File: src/rtl/fft_pkg.sv
// Shared definitions for the FFT readout back-end: FSM encoding, magnitude
// width and the abs() saturation constant.
package fft_pkg;

  localparam int MAG_STAGES = 3;

  typedef enum logic [2:0] {
    IDLE,
    SETTLE_WAIT,
    CAPTURE,
    DRAIN,
    REPORT
  } state_t;

  function automatic int mag_width(input int w);
    return w + 1;
  endfunction

  // Largest positive value of a signed w-bit number: 2^(w-1)-1
  function automatic logic [31:0] sat_max(input int w);
    return (32'd1 << (w - 1)) - 32'd1;
  endfunction

endpackage

File: src/rtl/spec_mag_approx.sv
// Three-stage magnitude estimate: |re|,|im| -> max/min -> max + min/2.
// Each stage loads only when its input is valid so the output holds between pulses.
module spec_mag_approx
  import fft_pkg::*;
#(
  parameter int width = 16,
  parameter int TAG_W = 9
) (
  input  logic                          clk,
  input  logic                          areset,
  input  logic                          in_valid,
  input  logic [TAG_W-1:0]              in_tag,
  input  logic signed [width-1:0]       in_re,
  input  logic signed [width-1:0]       in_im,
  output logic                          out_valid,
  output logic [TAG_W-1:0]              out_tag,
  output logic [mag_width(width)-1:0]   out_mag
);

  localparam int MW = mag_width(width);
  localparam logic [width-1:0] SAT = width'(sat_max(width));
  localparam logic [width-1:0] MOST_NEG = {1'b1, {(width-1){1'b0}}};

  // The most negative input has no positive counterpart; clamp it.
  function automatic logic [width-1:0] abs_sat(input logic signed [width-1:0] x);
    logic [width-1:0] r;
    if (x == MOST_NEG) r = SAT;
    else if (x[width-1]) r = -x;
    else r = x;
    return r;
  endfunction

  logic [MAG_STAGES-1:0]            vld_pipe;
  logic [MAG_STAGES-1:0][TAG_W-1:0] tag_pipe;
  logic [width-1:0]                 a1, b1, hi2, lo2;
  logic [MW-1:0]                    mag3;

  always_ff @(posedge clk or posedge areset) begin
    if (areset) begin
      vld_pipe <= '0;
      tag_pipe <= '0;
      a1       <= '0;
      b1       <= '0;
      hi2      <= '0;
      lo2      <= '0;
      mag3     <= '0;
    end else begin
      vld_pipe <= {vld_pipe[MAG_STAGES-2:0], in_valid};
      if (in_valid) begin
        a1          <= abs_sat(in_re);
        b1          <= abs_sat(in_im);
        tag_pipe[0] <= in_tag;
      end
      if (vld_pipe[0]) begin
        hi2         <= (a1 > b1) ? a1 : b1;
        lo2         <= (a1 > b1) ? b1 : a1;
        tag_pipe[1] <= tag_pipe[0];
      end
      if (vld_pipe[1]) begin
        mag3        <= MW'(hi2) + MW'(lo2 >> 1);
        tag_pipe[2] <= tag_pipe[1];
      end
    end
  end

  assign out_valid = vld_pipe[MAG_STAGES-1];
  assign out_tag   = tag_pipe[MAG_STAGES-1];
  assign out_mag   = mag3;

endmodule

File: src/rtl/spec_peak_detect.sv
// Per-bin magnitude stream and per-frame peak search behind the FFT
// bit-reverse readout. Capture timing is driven by in_idx changes.
module spec_peak_detect
  import fft_pkg::*;
#(
  parameter int width   = 16,
  parameter int N       = 9,
  parameter int SETTLE  = 2,
  parameter int MIN_BIN = 2
) (
  input  logic                        clk,
  input  logic                        areset,
  input  logic                        in_en,
  input  logic [N-1:0]                in_idx,
  input  logic signed [width-1:0]     in_re,
  input  logic signed [width-1:0]     in_im,
  output logic                        mag_valid,
  output logic [N-1:0]                mag_bin,
  output logic [mag_width(width)-1:0] mag,
  output logic                        peak_valid,
  output logic [N-1:0]                peak_bin,
  output logic [mag_width(width)-1:0] peak_mag,
  output logic                        peak_partial
);

  localparam int MW = mag_width(width);
  localparam logic [N:0] FULL    = {1'b1, {N{1'b0}}};
  localparam logic [N:0] FULL_M1 = {1'b0, {N{1'b1}}};
  localparam logic [N:0] MIN_B   = (N+1)'(MIN_BIN);
  localparam logic [3:0] SET_M1  = 4'(SETTLE - 1);
  localparam logic [1:0] DRN_M1  = 2'(MAG_STAGES - 1);
  // The index-change cycle counts as the first settle cycle, so the capture
  // cycle lands exactly SETTLE cycles after the change.
  localparam state_t SETTLE_ENTRY = (SETTLE == 1) ? CAPTURE : SETTLE_WAIT;

  state_t       state, nstate;
  logic [3:0]   settle_cnt;
  logic [1:0]   drain_cnt;
  logic [N:0]   bin_cnt;
  logic         cap_done, en_q;
  logic [N-1:0] prev_idx;
  logic [MW-1:0] pk_mag;
  logic [N-1:0] pk_bin;
  logic         rise, idx_chg, capture, last_cap, settle_start;

  assign rise     = in_en & ~en_q;
  assign idx_chg  = in_idx != prev_idx;
  assign capture  = (state == CAPTURE) && !cap_done && in_en;
  assign last_cap = capture && (bin_cnt == FULL_M1);

  always_comb begin
    nstate       = state;
    settle_start = 1'b0;
    case (state)
      IDLE: begin
        if (rise) begin
          nstate       = SETTLE_ENTRY;
          settle_start = 1'b1;
        end
      end
      SETTLE_WAIT: begin
        if (!in_en) nstate = DRAIN;
        else if (idx_chg) begin
          nstate       = SETTLE_ENTRY;
          settle_start = 1'b1;
        end else if (settle_cnt == SET_M1) nstate = CAPTURE;
      end
      CAPTURE: begin
        if (!in_en || last_cap) nstate = DRAIN;
        else if (idx_chg) begin
          nstate       = SETTLE_ENTRY;
          settle_start = 1'b1;
        end
      end
      DRAIN:   if (drain_cnt == DRN_M1) nstate = REPORT;
      REPORT:  nstate = IDLE;
      default: nstate = IDLE;
    endcase
  end

  always_ff @(posedge clk or posedge areset) begin
    if (areset) begin
      state      <= IDLE;
      settle_cnt <= '0;
      drain_cnt  <= '0;
      bin_cnt    <= '0;
      cap_done   <= 1'b0;
      en_q       <= 1'b0;
      prev_idx   <= '0;
    end else begin
      state    <= nstate;
      en_q     <= in_en;
      prev_idx <= in_idx;

      if (settle_start) settle_cnt <= 4'd1;
      else if (state == SETTLE_WAIT) settle_cnt <= settle_cnt + 4'd1;

      // CAPTURE doubles as the wait-for-next-index state; only its first cycle samples.
      if (settle_start) cap_done <= 1'b0;
      else if (capture) cap_done <= 1'b1;
      else if (state != CAPTURE) cap_done <= 1'b0;

      if (state == DRAIN) drain_cnt <= drain_cnt + 2'd1;
      else drain_cnt <= '0;

      if (state == IDLE && rise) bin_cnt <= '0;
      else if (capture) bin_cnt <= bin_cnt + 1'b1;
    end
  end

  spec_mag_approx #(
    .width (width),
    .TAG_W (N)
  ) u_mag (
    .clk       (clk),
    .areset    (areset),
    .in_valid  (capture),
    .in_tag    (bin_cnt[N-1:0]),
    .in_re     (in_re),
    .in_im     (in_im),
    .out_valid (mag_valid),
    .out_tag   (mag_bin),
    .out_mag   (mag)
  );

  // Strict compare keeps the lowest bin on ties.
  always_ff @(posedge clk or posedge areset) begin
    if (areset) begin
      pk_mag <= '0;
      pk_bin <= '0;
    end else if (state == IDLE && rise) begin
      pk_mag <= '0;
      pk_bin <= '0;
    end else if (mag_valid && ({1'b0, mag_bin} >= MIN_B) && (mag > pk_mag)) begin
      pk_mag <= mag;
      pk_bin <= mag_bin;
    end
  end

  always_ff @(posedge clk or posedge areset) begin
    if (areset) begin
      peak_valid   <= 1'b0;
      peak_bin     <= '0;
      peak_mag     <= '0;
      peak_partial <= 1'b0;
    end else begin
      peak_valid <= (state == REPORT);
      if (state == REPORT) begin
        peak_bin     <= pk_bin;
        peak_mag     <= pk_mag;
        peak_partial <= (bin_cnt != FULL);
      end
    end
  end

endmodule

File: config.mk
export PLATFORM = sky130hd
export DESIGN_NAME = spec_peak_detect
export DESIGN_NICKNAME = d
export VERILOG_FILES = /design/src/rtl/fft_pkg.sv /design/src/rtl/spec_mag_approx.sv /design/src/rtl/spec_peak_detect.sv
export SDC_FILE = /design/constraint.sdc
export NUM_CORES = 1
export LEC_CHECK = 0
export CAP_MARGIN = 20
export CORE_ASPECT_RATIO = 0.9
export CORE_UTILIZATION = 35
export CTS_CLUSTER_SIZE = 20
export DETAILED_ROUTE_END_ITERATION = 7
export PLACE_DENSITY_LB_ADDON = 0.2
export SYNTH_ARGS = -nofsm -noshare
export SYNTH_HDL_FRONTEND = slang
export SYNTH_SLANG_ARGS = --single-unit
File: constraint.sdc
create_clock -name clk -period 15.9 [get_ports clk]
set_input_delay 3.18 -clock clk [delete_from_list [all_inputs] [get_ports clk]]
set_output_delay 3.18 -clock clk [all_outputs]
set_load 0.02 [all_outputs]
==> impl_metrics.json <==
{
  "outcome": "completed",
  "syn-num-nets": 1047,
  "track_usage": 0.153,
  "htree_levels": 4,
  "hold_viol_final": 0,
  "cp.arrival_ns": 6.06,
  "crit-reg2reg-launch": "state[0]",
  "synthAdderAreaFrac": 0.0709,
  "ir_worst_vdd_uv": 85.5,
  "ys_ff_latch": 194,
  "cp_max_fo": 36,
  "clk_latency_ns": 0.45,
  "antenna_found_initial": 0,
  "cts_resized": 0,
  "cts_tree": "yes",
  "p_per_area_nw_per_um2": 195,
  "setup_viol": 0,
  "vias": 6937,
  "cellLeakagePower_nw": 5.53,
  "drc": 0,
  "rsz0062_at_grt": "no",
  "overflow": 0,
  "die_width_um": 180,
  "first_global_vias": 6769,
  "core_sq_um": 28000,
  "drtAntennaViolNets": 0,
  "routabilityCongestion": 0.845,
  "synth_area_leader_cell": "dfrtp_1",
  "syn_inst": 947,
  "ys_seq_area_frac": 0.486,
  "max_cap_violations": 0,
  "root_buffer": "clkbuf_16",
  "slew_viol_final": 0,
  "fmaxAchievable_ghz": 0.174,
  "synth_simple_gate_area_frac": 0.121,
  "grt_max_degree": 115,
  "first_pass_iters": 6,
  "cts.sinks": 194,
  "synth_area_sq_um": 9990,
  "worst_slew_pin_slew_ns": 0.944,
  "drt_iter0_drc": 441,
  "drive_gt1_frac": 0.110,
  "setup.worst_path.end_class": "flip-flop",
  "synth_xor_area_frac": 0.0509,
  "cts_buffer_depth": 2,
  "synth_mux_area_frac": 0.122,
  "initial_core_util": 0.357,
  "min-delay-start": "drain_cnt[0]",
  "synth_top_family_by_area": "multiplexers",
  "maxSlewHeadroom": 0.370,
  "ys_top_cells_by_count": "194 x dfrtp_1, 107 x nor2_1, 78 x a21oi_1",
  "io_buffers": 98,
  "setup_tns_ns": 0,
  "start_kind": "input port",
  "wl_per_cell_um": 14.9,
  "cp.required_ns": 16.21,
  "clkTransAtPathRegs_ns": 0.07,
  "dp_hpwl_um": 14800,
  "fin_crit_ns": 5.76,
  "cts_setup_buffers": 0,
  "async_flop_share": 1.00,
  "synth-compound-area-share": 0.105,
  "avgSynthCellArea_sq_um": 10.5,
  "finalPower_mw": 2.32,
  "die_area_sq_um": 29200,
  "grt_pass1_wl_um": 36000,
  "pin_count": 99,
  "diodes": 0,
  "rows": 58,
  "hp-class": "flip-flop to flip-flop",
  "yosysUniqueCellTypes": 63,
  "cts_buffers": 17,
  "ctsHoldBuffers": 0,
  "post-route-period-util": 0.362,
  "synthMostInstantiatedCell": "dfrtp_1",
  "crit_type": "input port to flip-flop",
  "die_y_um": 162,
  "via_per_inst": 4.96,
  "synth_edf_count": 0,
  "yosys.area.top_type_share": 0.486,
  "drt-total-wl_um": 20800,
  "crit_start": "in_en",
  "nets": 1126,
  "yosys_warnings": 0,
  "synth_area_leaders": "dfrtp_1 49%, ha_1 6.9%, mux2_2 6.3%",
  "synthFlopType": "dfrtp_1",
  "finClkSkew_ns": 0.0167,
  "areaGrowthSynthToFinish_pct": 19.1
}
[critical path, stage by stage]
cell and delay [ns]:
clkdlybuf4s50_1 0.64, nand4bb_1 0.15, or2_2 0.58, inv_1 0.81, and4_1 0.36, nand4_1 0.13, xor2_1 0.15, nor2_1 0.05
[state kept, by name, summed over array words and instances, names as in the netlist, 2 cells and up]
signal and cells:
u_mag.out_tag 9, bin_cnt 10, pk_bin 9, prev_idx 9, u_mag.tag_pipe 18, drain_cnt 2, peak_bin 9, state 3
u_mag.b1 16, settle_cnt 4, pk_mag 17, u_mag.a1 16, peak_mag 17, u_mag.hi2 16, u_mag.out_mag 17, u_mag.vld_pipe 3
u_mag.lo2 15
[per-stage QoR]
| stage | hold WS, ns | instance area [sq um] | cells | util | setup WS, ns |
|---|---|---|---|---|---|
| after floorplan | 0.352 | 9990 | 947 | - | 7.44 |
| after global placement | 0.415 | 11300 | 1364 | 0.402 | 9.72 |
| after detailed placement | 0.432 | 11300 | 1364 | 0.402 | 9.68 |
| after CTS | 0.443 | 11800 | 1396 | 0.422 | 10.14 |
| after global routing | 0.474 | 11900 | 1399 | 0.425 | 9.96 |
| final | 0.438 | 11900 | 1399 | 0.425 | 10.14 |
[layout by cell type (no fill, tap or decap), drive strengths merged, types with 7 or more instances in the layout]
cell and count:
inv 58, nor4 9, clkbuf 17, mux2 56, clkdlybuf4s50 98, xor2 41
nand3 13, nor2 109, a21o 7, xnor2 17, o21ai 23, nand2 69
mux2i 59, nand4 12, dfrtp 194, o31ai 9, a21oi 78, buf 9
ha 55, clkinv 8, a22oi 14
[metal layers]
layer	wire (um)	share of wire	global-route usage
met1	11400	0.55	0.233
met2	8610	0.41	0.220
met3	609	0.029	0.0265
met4	233	0.011	0.0443
met5	0	0	0
[path summary, 6_finish.rpt]
path,to,slack (ns),cells after the start
worst max-delay path,bin_cnt[7],10.14,8
max in group asynchronous,u_mag.out_mag[4],11.49,4
worst min register to register,drain_cnt[0],0.44,1
worst max register to register,bin_cnt[7],12.90,7
worst min-delay path,drain_cnt[0],0.44,1
min in group asynchronous,prev_idx[5],3.24,2
[cell type report]
class                      count  area, sq um
sequential                   194         4860
fill                        2698        16100
inverter                      51          199
clock inverter                15          148
clock buffer                  17          425
multi-input combinational    655         4730
timing repair buffer         107         1090
tap                          360          450
[kinds of logic (layout without fill, tap and decap cells)]
| group | after synthesis | count (layout) |
|---|---|---|
| AO/OA/AOI/OAI | 168 | 168 |
| XOR/XNOR | 58 | 58 |
| adder cells (fa/ha/maj) | 56 | 56 |
| buffers and inverters | 98 | 190 |
| flip-flops | 194 | 194 |
| multiplexers | 115 | 115 |
| AND/OR/NAND/NOR | 258 | 258 |
[report_power, final]
part	total, mW	switching [mW]	internal [mW]
combinational	1.07	0.564	0.505
sequential	0.830	0.158	0.672
clock	0.418	0.210	0.209
total	2.32	0.931	1.39
Power figures use the tool's default switching activity.
